$ cat src/rtl/wb_gpio_bank.sv
// Wishbone-slave GPIO bank: per-pad output/enable registers, synchronised inputs,
// edge-detect status with W1C clear, and status folded onto NUM_IRQ interrupt lines.
module wb_gpio_bank #(
  parameter int          NUM_IO      = 38,
  parameter int          NUM_IRQ     = 3,
  parameter logic [31:0] BASE_ADDR   = 32'h3000_0000,
  parameter int          SYNC_STAGES = 2
) (
  input  logic               wb_clk_i,
  input  logic               wb_rst_n_i,
  input  logic               wbs_cyc_i,
  input  logic               wbs_stb_i,
  input  logic               wbs_we_i,
  input  logic [3:0]         wbs_sel_i,
  input  logic [31:0]        wbs_adr_i,
  input  logic [31:0]        wbs_dat_i,
  output logic [31:0]        wbs_dat_o,
  output logic               wbs_ack_o,
  input  logic [NUM_IO-1:0]  io_in,
  output logic [NUM_IO-1:0]  io_out,
  output logic [NUM_IO-1:0]  io_oeb,
  output logic [NUM_IRQ-1:0] user_irq
);
  localparam int NB = (NUM_IO + 31) / 32;

  logic [NUM_IO-1:0]  out_q, out_d, oeb_q, oeb_d, ien_q, ien_d;
  logic [NUM_IO-1:0]  rise_q, rise_d, stat_q, stat_d;
  logic [NUM_IO-1:0]  sync_q [SYNC_STAGES];
  logic [NUM_IO-1:0]  prev_q;
  logic               ack_q;
  logic [31:0]        rdata_q, rdata_d;
  logic               wr_valid_q;
  logic [2:0]         wr_bank_q, wr_reg_q;
  logic [3:0]         wr_sel_q;
  logic [31:0]        wr_dat_q;
  logic [NUM_IRQ-1:0] irq_q, irq_d;

  logic               base_hit, req, req_ok, wr_en;
  logic [2:0]         req_bank, req_reg;
  logic [NUM_IO-1:0]  rd_vec, wr_mask, wr_bits, sync_w, evt, stat_clr;
  logic [NB*32-1:0]   rd_pad;

  assign base_hit = wbs_adr_i[31:8] == BASE_ADDR[31:8];
  assign req      = wbs_cyc_i & wbs_stb_i & base_hit & ~ack_q;
  assign req_bank = wbs_adr_i[7:5];
  assign req_reg  = wbs_adr_i[4:2];
  assign req_ok   = (wbs_adr_i[1:0] == 2'b00) && (int'(req_bank) < NB) && (req_reg <= 3'd5);
  assign sync_w   = sync_q[SYNC_STAGES-1];

  always_comb begin
    rd_vec = '0;
    case (req_reg)
      3'd0:    rd_vec = out_q;
      3'd1:    rd_vec = oeb_q;
      3'd2:    rd_vec = sync_w;
      3'd3:    rd_vec = ien_q;
      3'd4:    rd_vec = rise_q;
      3'd5:    rd_vec = stat_q;
      default: rd_vec = '0;
    endcase
  end

  // Flatten pads into 32-bit bank words; bits beyond NUM_IO read as zero.
  for (genvar gi = 0; gi < NB * 32; gi++) begin : g_rd
    if (gi < NUM_IO) begin : g_pad
      assign rd_pad[gi] = rd_vec[gi];
    end else begin : g_zero
      assign rd_pad[gi] = 1'b0;
    end
  end

  always_comb begin
    rdata_d = '0;
    if (req && !wbs_we_i && req_ok) begin
      for (int b = 0; b < NB; b++) begin
        if (int'(req_bank) == b) rdata_d = rd_pad[b*32 +: 32];
      end
    end
  end

  // Write fields are captured at the request and applied at the end of the ack cycle.
  assign wr_en = ack_q & wr_valid_q;

  for (genvar gi = 0; gi < NUM_IO; gi++) begin : g_wr
    assign wr_mask[gi] = wr_en && (wr_bank_q == 3'(gi / 32)) && wr_sel_q[(gi % 32) / 8];
    assign wr_bits[gi] = wr_dat_q[gi % 32];
  end

  assign evt      = (rise_q & sync_w & ~prev_q) | (~rise_q & ~sync_w & prev_q);
  assign stat_clr = (wr_reg_q == 3'd5) ? (wr_bits & wr_mask) : '0;

  always_comb begin
    out_d  = out_q;
    oeb_d  = oeb_q;
    ien_d  = ien_q;
    rise_d = rise_q;
    case (wr_reg_q)
      3'd0:    out_d  = (out_q  & ~wr_mask) | (wr_bits & wr_mask);
      3'd1:    oeb_d  = (oeb_q  & ~wr_mask) | (wr_bits & wr_mask);
      3'd3:    ien_d  = (ien_q  & ~wr_mask) | (wr_bits & wr_mask);
      3'd4:    rise_d = (rise_q & ~wr_mask) | (wr_bits & wr_mask);
      default: ;
    endcase
    // A fresh event on the same bit overrides the clear.
    stat_d = (stat_q & ~stat_clr) | (evt & ien_q);
  end

  function automatic logic [NUM_IO-1:0] irq_mask(input int line);
    irq_mask = '0;
    for (int p = 0; p < NUM_IO; p++) begin
      if (p % NUM_IRQ == line) irq_mask[p] = 1'b1;
    end
  endfunction

  for (genvar gi = 0; gi < NUM_IRQ; gi++) begin : g_irq
    assign irq_d[gi] = |(stat_q & irq_mask(gi));
  end

  always_ff @(posedge wb_clk_i or negedge wb_rst_n_i) begin
    if (!wb_rst_n_i) begin
      out_q      <= '0;
      oeb_q      <= '1;
      ien_q      <= '0;
      rise_q     <= '0;
      stat_q     <= '0;
      for (int i = 0; i < SYNC_STAGES; i++) sync_q[i] <= '0;
      prev_q     <= '0;
      ack_q      <= 1'b0;
      rdata_q    <= '0;
      wr_valid_q <= 1'b0;
      wr_bank_q  <= '0;
      wr_reg_q   <= '0;
      wr_sel_q   <= '0;
      wr_dat_q   <= '0;
      irq_q      <= '0;
    end else begin
      out_q      <= out_d;
      oeb_q      <= oeb_d;
      ien_q      <= ien_d;
      rise_q     <= rise_d;
      stat_q     <= stat_d;
      sync_q[0]  <= io_in;
      for (int i = 1; i < SYNC_STAGES; i++) sync_q[i] <= sync_q[i-1];
      prev_q     <= sync_w;
      ack_q      <= req;
      rdata_q    <= rdata_d;
      irq_q      <= irq_d;
      if (req) begin
        wr_valid_q <= req_ok & wbs_we_i;
        wr_bank_q  <= req_bank;
        wr_reg_q   <= req_reg;
        wr_sel_q   <= wbs_sel_i;
        wr_dat_q   <= wbs_dat_i;
      end
    end
  end

  assign wbs_ack_o = ack_q;
  assign wbs_dat_o = rdata_q;
  assign io_out    = out_q;
  assign io_oeb    = oeb_q;
  assign user_irq  = irq_q;
endmodule

$ cat config.mk
export PLATFORM = sky130hd
export DESIGN_NAME = wb_gpio_bank
export DESIGN_NICKNAME = d
export VERILOG_FILES = /design/src/rtl/wb_gpio_bank.sv
export SDC_FILE = /design/constraint.sdc
export NUM_CORES = 1
export LEC_CHECK = 0
export ABC_AREA = 0
export CAP_MARGIN = 20
export CELL_PAD_IN_SITES_DETAIL_PLACEMENT = 1
export CELL_PAD_IN_SITES_GLOBAL_PLACEMENT = 1
export CORE_ASPECT_RATIO = 1.5
export CORE_MARGIN = 2
export CORE_UTILIZATION = 46
export CTS_BUF_LIST = sky130_fd_sc_hd__clkbuf_4 sky130_fd_sc_hd__clkbuf_8
export DETAILED_ROUTE_END_ITERATION = 16
export PLACE_DENSITY_LB_ADDON = 0.1
export SETUP_SLACK_MARGIN = 0.1
export SYNTH_ARGS = -nofsm -noshare
export SYNTH_HDL_FRONTEND = slang
export SYNTH_SLANG_ARGS = --single-unit
$ cat constraint.sdc
create_clock -name wb_clk_i -period 2.5 [get_ports wb_clk_i]
set_clock_uncertainty 0.15 [all_clocks]
set_input_delay 0.25 -clock wb_clk_i [delete_from_list [all_inputs] [get_ports wb_clk_i]]
set_output_delay 0.25 -clock wb_clk_i [all_outputs]
set_load 0.02 [all_outputs]
==> reports/metrics.cfg <==
[pwr]
cellInternalPower_w = 0.00986
p_sw_w = 0.00287
leakage_nw = 9.24
netSwitchingFraction = 0.225
combPwrFrac = 0.052
ir_drop_mv = 0.560
pwr_density_cell_nw_per_um2 = 623
seqPwrFrac = 0.500
clkPwrFrac = 0.448

[floorplan]
start_util = 0.464
die_h_um = 228
io_pins = 223
die-area_sq_um = 35100
fp.dieW_um = 154
core_region_area_sq_um = 33200
rows = 82

[finish]
multi_input_area_sq_um = 5570
area_delta_synth_final_pct = 32.4
num_antenna_cells = 0
final_core_util = 0.615
fin_area_sq_um = 20400
fill_cells = 3280
drive_above_1_share = 0.307
layout.nets = 1613
regArea_sq_um = 9630

[routing]
firstDrtPassIters = 5
via_count = 11000
routedWlPerCell_um = 24.0
wirelength_um = 47300
drtIter0Drc = 498
drc_errors = 0
drtAntennaViolNets = 0
drt-vias-per-instance = 5.61

[worst_setup_path]
crit_required_ps = 2880
r2r_start = wbs_ack_o
cp_slowest_cell = or4_4
critPathArrivalTime_ps = 2760
worstPathMaxFanout = 11
crit_path_max_incr_delay_ps = 640
cp_num_buf_inv = 2
crit_family = simple AND/OR/NAND/NOR gates
criticalPathCategory = reg2reg
cp_cell_sequence = nor4bb_1 > nand4_1 > buf_4 > or4_4 > buf_12 > nor2_1
endpoint_kind = flip-flop
reg2reg_slack_ps = 120
critPathLaunchType = flip-flop
worstRegToRegCells = 6
r2r-end = wbs_dat_o[17]

[global_route]
grt.total_usage = 0.270
grt.busiest_layer = met2
met1_usage = 0.323
gr-total-overflow = 0
grtUsageMet3 = 0.0434
grt_pass1_vias = 12300
grt_pass1_wl_um = 72500
antenna_found_initial = 0
use_met2 = 0.474
grt_max_degree = 73

[logic_synthesis]
synth_mux_area_frac = 0.205
yosysMostFrequentCell = dfrtp_1
seq_area_frac_synth = 0.624
yosys.area_share.simple = 0.0784
synth_cell_types = 47
synth.cell_area_sq_um = 15400
synth_nets = 1260
synth_commonest_cells = 345 x dfrtp_1, 223 x mux2_2, 140 x nand2_1, 72 x nor2_1, 51 x o21ai_0
netlist_instances = 1149
ys_warn_count = 0
synth_ff_type = dfrtp_1
yosysTopAreaCell = dfrtp_1
synth_top_family_by_area = multiplexers
synth-xor-area-share = 0
synth_top_area_frac = 0.559
synth_edf_count = 0
synthAdderAreaFrac = 0
synth.avg_cell_area_sq_um = 13.4
synth_compound_area_frac = 0.0770
synth_area_leaders = dfrtp_1 56%, mux2_2 16%, dfstp_2 6.5%
ys_seq_elements = 383
async_reset_ff_frac = 1.00

[sta]
report.final.slew_viol_count = 0
max_freq_mhz = 420
hold-worst-slack_ps = 88.4
timing.final.hold_violations = 0
finalCritPeriodShare = 0.953
min_period_ps = 2380
worstMarginPinSlew_ps = 647
slew_headroom = 0.565
tns_ps = 0
rsz0062_at_grt = false
setup_viol = 0
final.setup.worst_slack_ps = 116

[clocking]
clk_pin_slew_ps = 70
root_buffer = clkbuf_8
clockBufferDepth = 3
numCtsBuffers = 57
htree_levels = 2
cts_tree = yes
clk_latency_ps = 620
cts_sinks = 383

[placement]
placed_cell_area_sq_um = 18700
place_ws_ps = -176
place_hpwl_um = 32700
placement.io_buffers = 222
gp_congestion = 0.872

[min_path]
hold_path_depth = 3
holdCritStartpoint = wbs_we_i
hold_class = in2reg
whs_endpoint = wr_valid_q

[flow_run]
max_cap_viol_count = 0

[status]
status = completed

## per-stage QoR
step | cells | power, W
CTS | 1967 | 0.0129
finish | 1970 | 0.0127
detailed placement | 1819 | 0.00709
floorplan | 1149 | 0.00663
global placement | 1819 | 0.00707
global route | 1970 | 0.0132
## final cells by class
| cell class | instances | area share |
|---|---|---|
| clock buffers | 98 | 0.0611 |
| clock inverters | 9 | 0.00361 |
| inverters | 7 | 0.00129 |
| multi-input cells | 715 | 0.273 |
| flip-flops and latches | 383 | 0.471 |
| well taps | 420 | 0.0257 |
| repair buffers | 338 | 0.164 |
## worst min-delay path, cell delays in order
cell	delay (ps)
clkdlybuf4s50_1	440
nand2_1	70
o21ai_0	60
## layout by cell type, fill, tap and decap left out, drive strengths merged, types with 34 or more instances in the layout
master and count:
dfrtp 345, mux2 223, clkdlybuf4s50 219, nand2 140
clkbuf 98, nor2 79, buf 78, o21ai 51
a22o 42, dlygate4sd3 41, dfstp 38, mux2i 34
## routing by layer
layer | wire, um | vias to the layer above
li1 | - | 4852
met1 | 18100 | 5736
met2 | 24500 | 338
met3 | 2150 | 120
met4 | 2520 | 0
met5 | 0 | -
## power groups by stage
stage          registers (W)  logic, W  clock network (W)
6_report             0.00636  0.000666            0.00570
4_1_cts              0.00636  0.000674            0.00584
3_5_place_dp         0.00647  0.000620                  0
5_1_grt              0.00637  0.000722            0.00612
3_3_place_gp         0.00647  0.000607                  0
2_1_floorplan        0.00645  0.000181                  0
## cell families after synthesis
| group | count (synthesis) |
|---|---|
| simple gates | 275 |
| buf+inv | 51 |
| mux | 271 |
| flops | 383 |
| compound gates | 169 |
## worst max-delay path by stage
stage          startpoint       endpoint  slack [ps]  cells past startpoint
2_1_floorplan   wbs_ack_o   wr_bank_q[2]         170                      7
3_3_place_gp    wbs_cyc_i    wr_dat_q[9]         -80                      7
3_5_place_dp    wbs_cyc_i   wr_dat_q[15]        -180                      7
4_1_cts         wbs_ack_o   wr_dat_q[17]         120                      6
5_1_grt         wbs_ack_o  wbs_dat_o[18]          60                      6
6_report        wbs_ack_o  wbs_dat_o[17]         120                      6
## what timing repair did
action	4_1_cts	5_1_grt
hold buffers	41	0
buffers inserted	0	3
endpoints found under the hold margin	328	0
resized for setup	0	1
endpoints found under the setup margin	0	33
Power figures use the tool's default switching activity.
